### config.mk
export PLATFORM = sky130hd
export DESIGN_NAME = load_store_unit
export DESIGN_NICKNAME = d
export VERILOG_FILES = /design/src/rtl/load_store_unit.sv
export SDC_FILE = /design/constraint.sdc
export NUM_CORES = 1
export LEC_CHECK = 0
export BUFFER_PORTS_ARGS = -buffer_cell sky130_fd_sc_hd__buf_2
export CAP_MARGIN = 20
export CELL_PAD_IN_SITES_DETAIL_PLACEMENT = 0
export CELL_PAD_IN_SITES_GLOBAL_PLACEMENT = 1
export CORE_MARGIN = 2
export CORE_UTILIZATION = 39
export DETAILED_ROUTE_END_ITERATION = 8
export HOLD_SLACK_MARGIN = 0.1
export PLACE_DENSITY_LB_ADDON = 0.05
export SLEW_MARGIN = 0
export SYNTH_ARGS = -nofsm -noshare
export SYNTH_HDL_FRONTEND = slang
export SYNTH_SLANG_ARGS = --single-unit
export TNS_END_PERCENT = 1
### constraint.sdc
create_clock -name clk -period 4.6 [get_ports clk]
set_input_delay 0.23 -clock clk [delete_from_list [all_inputs] [get_ports clk]]
set_output_delay 0.23 -clock clk [all_outputs]
set_load 0.05 [all_outputs]
### src/rtl/load_store_unit.sv
// Load/store unit: bridges the core datapath (ALU_result as address, rs2 as
// store data) to a valid/ready data-memory bus, one access at a time.
//
// Ports
//   clk, reset        rising-edge clock, synchronous active-low reset
//   req_valid/req_we  access request from the core (1 = store)
//   funct3            RISC-V width/sign field
//   addr, wdata       byte address and raw store data
//   stall             holds the core until the access reaches DONE
//   rdata, fault      extended load data and status (00 ok, 01 misaligned or
//                     illegal, 10 bus timeout), meaningful in DONE
//   mem_*             word-aligned bus request / response channel
module load_store_unit #(
    parameter int TIMEOUT = 64
) (
    input  logic        clk,
    input  logic        reset,
    input  logic        req_valid,
    input  logic        req_we,
    input  logic [2:0]  funct3,
    input  logic [31:0] addr,
    input  logic [31:0] wdata,
    output logic        stall,
    output logic [31:0] rdata,
    output logic [1:0]  fault,
    output logic        mem_req_valid,
    input  logic        mem_req_ready,
    output logic        mem_we,
    output logic [31:0] mem_addr,
    output logic [3:0]  mem_wstrb,
    output logic [31:0] mem_wdata,
    input  logic        mem_rsp_valid,
    input  logic [31:0] mem_rdata
);
    localparam int CW = $clog2(TIMEOUT + 1);

    typedef enum logic [1:0] {IDLE, REQ, WAIT_RSP, DONE} state_t;

    state_t      state_q, state_d;
    logic        mem_req_valid_q, mem_req_valid_d;
    logic        mem_we_q, mem_we_d;
    logic [31:0] mem_addr_q, mem_addr_d;
    logic [3:0]  mem_wstrb_q, mem_wstrb_d;
    logic [31:0] mem_wdata_q, mem_wdata_d;
    logic [31:0] rdata_q, rdata_d;
    logic [1:0]  fault_q, fault_d;
    logic [CW-1:0] cnt_q, cnt_d;
    logic [1:0]  off_q, off_d;
    logic [2:0]  f3_q, f3_d;

    logic        dec_ok;
    logic [3:0]  strb;
    logic [31:0] lanes;

    // Shift the addressed byte/half down to bit 0, then sign/zero-extend.
    function automatic logic [31:0] extend_load(input logic [31:0] word,
                                                input logic [1:0]  off,
                                                input logic [2:0]  f3);
        logic [31:0] sh;
        sh = word >> {off, 3'b000};
        case (f3)
            3'b000:  extend_load = {{24{sh[7]}}, sh[7:0]};
            3'b100:  extend_load = {24'b0, sh[7:0]};
            3'b001:  extend_load = {{16{sh[15]}}, sh[15:0]};
            3'b101:  extend_load = {16'b0, sh[15:0]};
            default: extend_load = sh;
        endcase
    endfunction

    // Width/alignment decode; unsigned widths only exist for loads.
    always_comb begin
        dec_ok = 1'b0;
        strb   = 4'b0000;
        lanes  = wdata;
        case (funct3)
            3'b000: begin
                dec_ok = 1'b1;
                strb   = 4'b0001 << addr[1:0];
                lanes  = {4{wdata[7:0]}};
            end
            3'b001: begin
                dec_ok = ~addr[0];
                strb   = 4'b0011 << addr[1:0];
                lanes  = {2{wdata[15:0]}};
            end
            3'b010: begin
                dec_ok = (addr[1:0] == 2'b00);
                strb   = 4'b1111;
            end
            3'b100:  dec_ok = ~req_we;
            3'b101:  dec_ok = ~req_we & ~addr[0];
            default: dec_ok = 1'b0;
        endcase
    end

    always_comb begin
        state_d         = state_q;
        mem_req_valid_d = mem_req_valid_q;
        mem_we_d        = mem_we_q;
        mem_addr_d      = mem_addr_q;
        mem_wstrb_d     = mem_wstrb_q;
        mem_wdata_d     = mem_wdata_q;
        rdata_d         = rdata_q;
        fault_d         = fault_q;
        cnt_d           = cnt_q;
        off_d           = off_q;
        f3_d            = f3_q;
        case (state_q)
            IDLE: begin
                if (req_valid) begin
                    rdata_d = 32'b0;
                    if (dec_ok) begin
                        off_d           = addr[1:0];
                        f3_d            = funct3;
                        mem_we_d        = req_we;
                        mem_addr_d      = {addr[31:2], 2'b00};
                        mem_wstrb_d     = req_we ? strb : 4'b0000;
                        mem_wdata_d     = req_we ? lanes : 32'b0;
                        mem_req_valid_d = 1'b1;
                        fault_d         = 2'b00;
                        state_d         = REQ;
                    end else begin
                        // Rejected without touching the bus.
                        fault_d = 2'b01;
                        state_d = DONE;
                    end
                end
            end
            REQ: begin
                if (mem_req_ready) begin
                    mem_req_valid_d = 1'b0;
                    cnt_d           = '0;
                    state_d         = WAIT_RSP;
                end
            end
            WAIT_RSP: begin
                if (mem_rsp_valid) begin
                    rdata_d = mem_we_q ? 32'b0 : extend_load(mem_rdata, off_q, f3_q);
                    fault_d = 2'b00;
                    state_d = DONE;
                end else begin
                    cnt_d = cnt_q + 1'b1;
                    if (cnt_d == CW'(TIMEOUT)) begin
                        fault_d = 2'b10;
                        rdata_d = 32'b0;
                        state_d = DONE;
                    end
                end
            end
            DONE:    state_d = IDLE;
            default: state_d = IDLE;
        endcase
    end

    always_ff @(posedge clk) begin
        if (!reset) begin
            state_q         <= IDLE;
            mem_req_valid_q <= 1'b0;
            mem_we_q        <= 1'b0;
            mem_addr_q      <= 32'b0;
            mem_wstrb_q     <= 4'b0;
            mem_wdata_q     <= 32'b0;
            rdata_q         <= 32'b0;
            fault_q         <= 2'b00;
            cnt_q           <= '0;
            off_q           <= 2'b00;
            f3_q            <= 3'b000;
        end else begin
            state_q         <= state_d;
            mem_req_valid_q <= mem_req_valid_d;
            mem_we_q        <= mem_we_d;
            mem_addr_q      <= mem_addr_d;
            mem_wstrb_q     <= mem_wstrb_d;
            mem_wdata_q     <= mem_wdata_d;
            rdata_q         <= rdata_d;
            fault_q         <= fault_d;
            cnt_q           <= cnt_d;
            off_q           <= off_d;
            f3_q            <= f3_d;
        end
    end

    // Combinational so the core is held in the very cycle the request appears.
    assign stall         = req_valid & (state_q != DONE);
    assign rdata         = rdata_q;
    assign fault         = fault_q;
    assign mem_req_valid = mem_req_valid_q;
    assign mem_we        = mem_we_q;
    assign mem_addr      = mem_addr_q;
    assign mem_wstrb     = mem_wstrb_q;
    assign mem_wdata     = mem_wdata_q;
endmodule
Word-level counts from Yosys, hierarchy flattened
Index checks and enable logic that the tools add are counted.
{"block": "word_totals", "register_bits": 116, "input_bits": 105, "output_inout_bits": 105, "word_cells": 77}
{"block": "op_classes", "muxes": 29, "reduce_logical": 12, "n_eq_ne": 17, "n_bitwise": 4, "n_addsub": 1, "n_shift": 3}
{"op": "32-bit two-way mux", "n": 5}
{"op": "32-bit case mux with 2 select lines", "n": 2}
{"op": "32-bit case mux with 4 select lines", "n": 1}
{"op": "32-bit by 5-bit right shift with 32-bit output", "n": 1}
{"op": "2-bit two-way mux", "n": 8}
{"op": "7-bit two-way mux", "n": 2}
{"op": "7-bit case mux with 2 select lines", "n": 1}
{"op": "3-bit equality test (second input constant)", "n": 4}
{"op": "4-bit case mux with 3 select lines", "n": 1}
{"op": "3-bit AND reduction", "n": 4}
{"op": "2-bit inequality test (second input constant)", "n": 5}
{"op": "2-bit case mux with 4 select lines", "n": 1}
{"op": "7-bit by 1-bit adder with 7-bit output (second input constant)", "n": 1}
{"op": "7-bit equality test (second input constant)", "n": 1}
{"op": "3-bit by 1-bit equality test with 1-bit output (second input constant)", "n": 2}
{"op": "3-bit zero test", "n": 2}
{"op": "2-bit nonzero test", "n": 3}
{"op": "1-bit case mux with 5 select lines", "n": 1}
{"op": "2-bit equality test (second input constant)", "n": 2}
{"op": "2-bit zero test", "n": 2}
{"op": "1-bit two-way mux", "n": 4}
{"op": "4-bit two-way mux", "n": 1}
{"op": "2-bit case mux with 2 select lines", "n": 1}
{"op": "4-bit AND reduction", "n": 1}
{"op": "other kinds (8)", "n": 10}

Depth between registers and ports, before layout
{"block": "logic_depth", "depth_word": 6, "mapped_depth": 10, "depth_no_buf": 7}

Worst setup path after synthesis
Ideal clock, no wire load.
{"block": "synth_timing", "kind": "flip-flop to flip-flop", "start": "reg mem_we_q, in the netlist mem_we", "end": "reg rdata_q[24], in the netlist rdata[24]", "setup_ns": 0.121, "path_stages_with_launch": 9, "arrival_ns": 1.835, "n_path_buf": 3, "setup_slack_ns": 2.644, "required_ns": 4.479, "path_cell_list": "dfxtp_1 > and4b_1 > buf_2 > and3_1 > buf_2 > nor2b_1 > clkbuf_1 > a21oi_1 > mux2i_1"}
{"block": "synth_via", "elab_chain_cells": 3}
{"element": "start, declared", "line": "41", "source": "logic mem_we_q, mem_we_d;"}
{"element": "start signal, assigned", "line": "171", "source": "mem_we_q <= mem_we_d;"}
{"element": "32-bit two-way mux", "line": "138", "source": "rdata_d = mem_we_q ? 32'b0 : extend_load(mem_rdata, off_q, f3_q);"}
{"element": "32-bit two-way mux", "line": "137", "source": "if (mem_rsp_valid) begin"}
{"element": "32-bit case mux with 2 select lines", "line": "108", "source": "case (state_q)"}
{"element": "end signal, assigned", "line": "175", "source": "rdata_q <= rdata_d;"}
{"element": "end, declared", "line": "45", "source": "logic [31:0] rdata_q, rdata_d;"}
No other way between the ends.
A chain may end at the register's enable or synchronous reset.

Worst setup path after layout
{"block": "layout_timing", "start": "reg cnt_q[0]", "end": "reg rdata_q[27], in the netlist rdata[27]"}
{"block": "layout_via", "elab_chain_cells": 4}
{"element": "start, declared", "line": "47", "source": "logic [CW-1:0] cnt_q, cnt_d;"}
{"element": "start signal, assigned", "line": "177", "source": "cnt_q <= cnt_d;"}
{"element": "7-bit by 1-bit adder with 7-bit output", "line": "142", "source": "cnt_d = cnt_q + 1'b1;"}
{"element": "7-bit equality test", "line": "143", "source": "if (cnt_d == CW'(TIMEOUT)) begin"}
{"element": "3-bit inequality test (no source line)"}
{"element": "3-bit AND reduction (no source line)"}
No other way between the ends.

==> summary.txt <==
Pwr
  • Pleak: 0.00328 uW
  • Register share of total power: 33.5%
  • Max rail drop VDD: 0.000282 V
  • Net Sw Frac: 33.8%
  • Int Power: 2210 uW
  • Clk pwr share: 38.6%
  • P_sw: 1120 uW
  • Comb pwr share: 27.9%
  • Pwr dens: 430 nW/um2

Timing
  • Setup TNS Final: 0 ps
  • Clock Skew: 8.52 ps
  • Final setup violation count: 0
  • RSZ-0062 raised after global routing: false
  • Fin crit period: 2670 ps
  • Worst slew pin tran: 981 ps
  • Fmax: 0.374 GHz
  • Tcrit/Tclk final: 58.2%
  • Slew Limit Fails: 0
  • Final hold violations: 0
  • Slew HR: 34.6%
  • Final WS setup: 1930 ps

Placement
  • Input/output buffers: 207
  • DP Cell Count: 1021
  • Routability Congestion: 0.869
  • DPL Wire Length: 11900 um
  • Pre-CTS setup slack: 1910 ps

Layout
  • Area Overhead vs Synth: 34.1%
  • Fin util: 53.5%
  • Fin cells: 1085
  • # diodes: 0
  • Layout cells sized above 1: 30.5%
  • Fin nets: 998

Global routing
  • Antenna violations before repair: 1
  • GRT Total Usage: 21.7%
  • Gr ovfl total: 0
  • First-pass GRT wire length: 27700 um
  • Largest net degree at the start of global routing: 119
  • Vias in the first global route: 5481

Clock tree
  • CTS tree: yes
  • Max Root-Sink Buffers: 2
  • Num CTS Buffers: 17
  • Root Buffer: clkbuf_16
  • CTS H-tree depth: 4
  • CTS sink cnt: 116
  • Clock transition at path regs: 50 ps
  • Clk Latency, worst-skew pair: 410 ps

Yosys
  • Most frequent cell after synthesis: nand2_1
  • Number of flops mapped to enable cells by yosys: 0
  • Mean Syn Cell Area: 8.52 um2
  • Synthesized area: 5770 um2
  • Flip-flop and latch count after synthesis: 116
  • Yosys warns: 0
  • Area contributors post-synth: dfxtp_1 (40%), nand2_1 (11%), mux2i_1 (10%), a21boi_0 (10%), mux2_2 (4.7%)
  • Top FF cell, synth: dfxtp_1
  • Post-synth top area cell: dfxtp_1
  • Post-synthesis sequential area ratio: 40.2%
  • Share of the synthesized area in the top cell type: 40.2%
  • FFs w/ async S/R, synth: 0%
  • Post-synthesis cell type count: 41
  • Syn Inst Count: 678
  • Commonest cells in the netlist: nand2_1 (174), dfxtp_1 (116), a21boi_0 (77), mux2i_1 (59), clkbuf_1 (33)

Detailed routing
  • Drt drc: 0
  • WL/cell: 15.9 um
  • WL met3: 1350 um
  • Via count: 5529
  • 1st-pass router iterations: 5
  • Routed wire length on met2: 8180 um
  • Top sig layer: met5
  • Antenna-violating nets left: 0
  • Wire length on met1: 7490 um
  • Routed vias/inst: 5.10
  • Initial DRC count: 331
  • Detailed-route wire length: 17200 um

Floorplan
  • Starting Density: 39.9%
  • Die Y: 126 um
  • Die X: 126 um
  • Core footprint: 14500 um2
  • Total Die Area: 15800 um2
  • # rows: 44
  • IO Pins: 210

Flow run
  • Number of max-cap violations: 0

Hold path
  • Worst min-delay path class: primary input to register
  • Hold_sp: addr[0]

Critical path
  • Req. time, crit path: 4930 ps
  • Critical path class: register to register
  • Critical Path Start: cnt_q[0]
  • CP Capture Type: register
  • Critical path launch point type: register
  • RR Startpoint: cnt_q[0]
  • Crit path max fanout: 20
  • Critical path arrival: 3010 ps

Status
  • Outcome: finished, final reports clean
==> per-layer routing <==
metal	global-route usage (%)	vias to the layer above
met4	6.34	2
met5	0	-
met1	27.3	2567
li1	-	2763
met2	35.4	181
met3	7.48	16
==> final timing paths <==
kind	to	slack [ps]	cells after the start
worst max-delay path	rdata[27]	1930	7
worst min-delay path	off_q[0]	120	3
worst max register to register	rdata[27]	1930	7
worst min register to register	rdata[12]	460	2
==> sequential cells by signal, indices dropped and copies added, names as in the netlist <==
signal	cells
mem_req_valid	1
off_q	2
mem_addr	30
state_q	2
rdata	32
mem_wstrb	4
mem_wdata	32
fault	2
mem_we	1
f3_q	3
cnt_q	7
==> worst max-delay path, cell delays in order (launching register included) <==
cell,delay (ps)
dfxtp_1,460
ha_1,270
nand2_1,100
a311oi_1,320
o22ai_1,210
a21oi_4,530
buf_4,450
mux2i_1,240
==> metrics by stage <==
stage | instance area [um2] | hold slack (ps) | total power (uW)
global route | 7740 | 125 | 3500
CTS | 7720 | 112 | 3370
detailed placement | 6830 | 447 | 2040
finish | 7740 | 119 | 3330
global placement | 6830 | 442 | 2030
floorplan | 5780 | 339 | 1840
==> kinds of logic after synthesis <==
logic type,synth area share (%)
AOI/OAI and AO/OA,18.9
adders and majority gates,1.08
buffers and inverters,4.83
DFF,40.2
muxes,15.7
other,0.0649
and+or+nand+nor,19.3
==> repair_timing <==
item	in CTS	in global routing
hold buffers	31	0
setup buffers	0	0
setup endpoints to repair	0	0
endpoints found under the hold margin	31	0
resized for setup	0	0
==> final cells by class <==
cell class / count / area [um2]
clock inverter: 12 / 131
fill: 1395 / 6740
tap: 184 / 230
clock buffer: 20 / 447
multi-input combinational: 504 / 3180
inverter: 4 / 15.0
sequential: 116 / 2320
timing repair buffer: 245 / 1410
==> layout by cell type, fill, tap and decap left out, drive strengths merged, types with 3 or more instances in the layout <==
master	count
clkinv	8
nand2	174
o21ai	17
buf	214
nand2b	5
dlygate4sd3	31
mux2i	59
o2111ai	8
inv	5
ha	5
mux2	24
and3	5
nor2	14
clkbuf	20
o211ai	12
dfxtp	116
nand4b	3
a21boi	77
or3	3
nor2b	13
nand3	29
a21oi	28
nor3	6
==> power groups by stage <==
stage | Combinational (uW) | Sequential (uW) | Clock [uW]
global placement | 896 | 1140 | 0
CTS | 933 | 1120 | 1320
detailed placement | 907 | 1140 | 0
global route | 1010 | 1120 | 1360
floorplan | 531 | 1310 | 0
finish | 929 | 1120 | 1280
No activity file was read; power rests on OpenSTA's default activity.
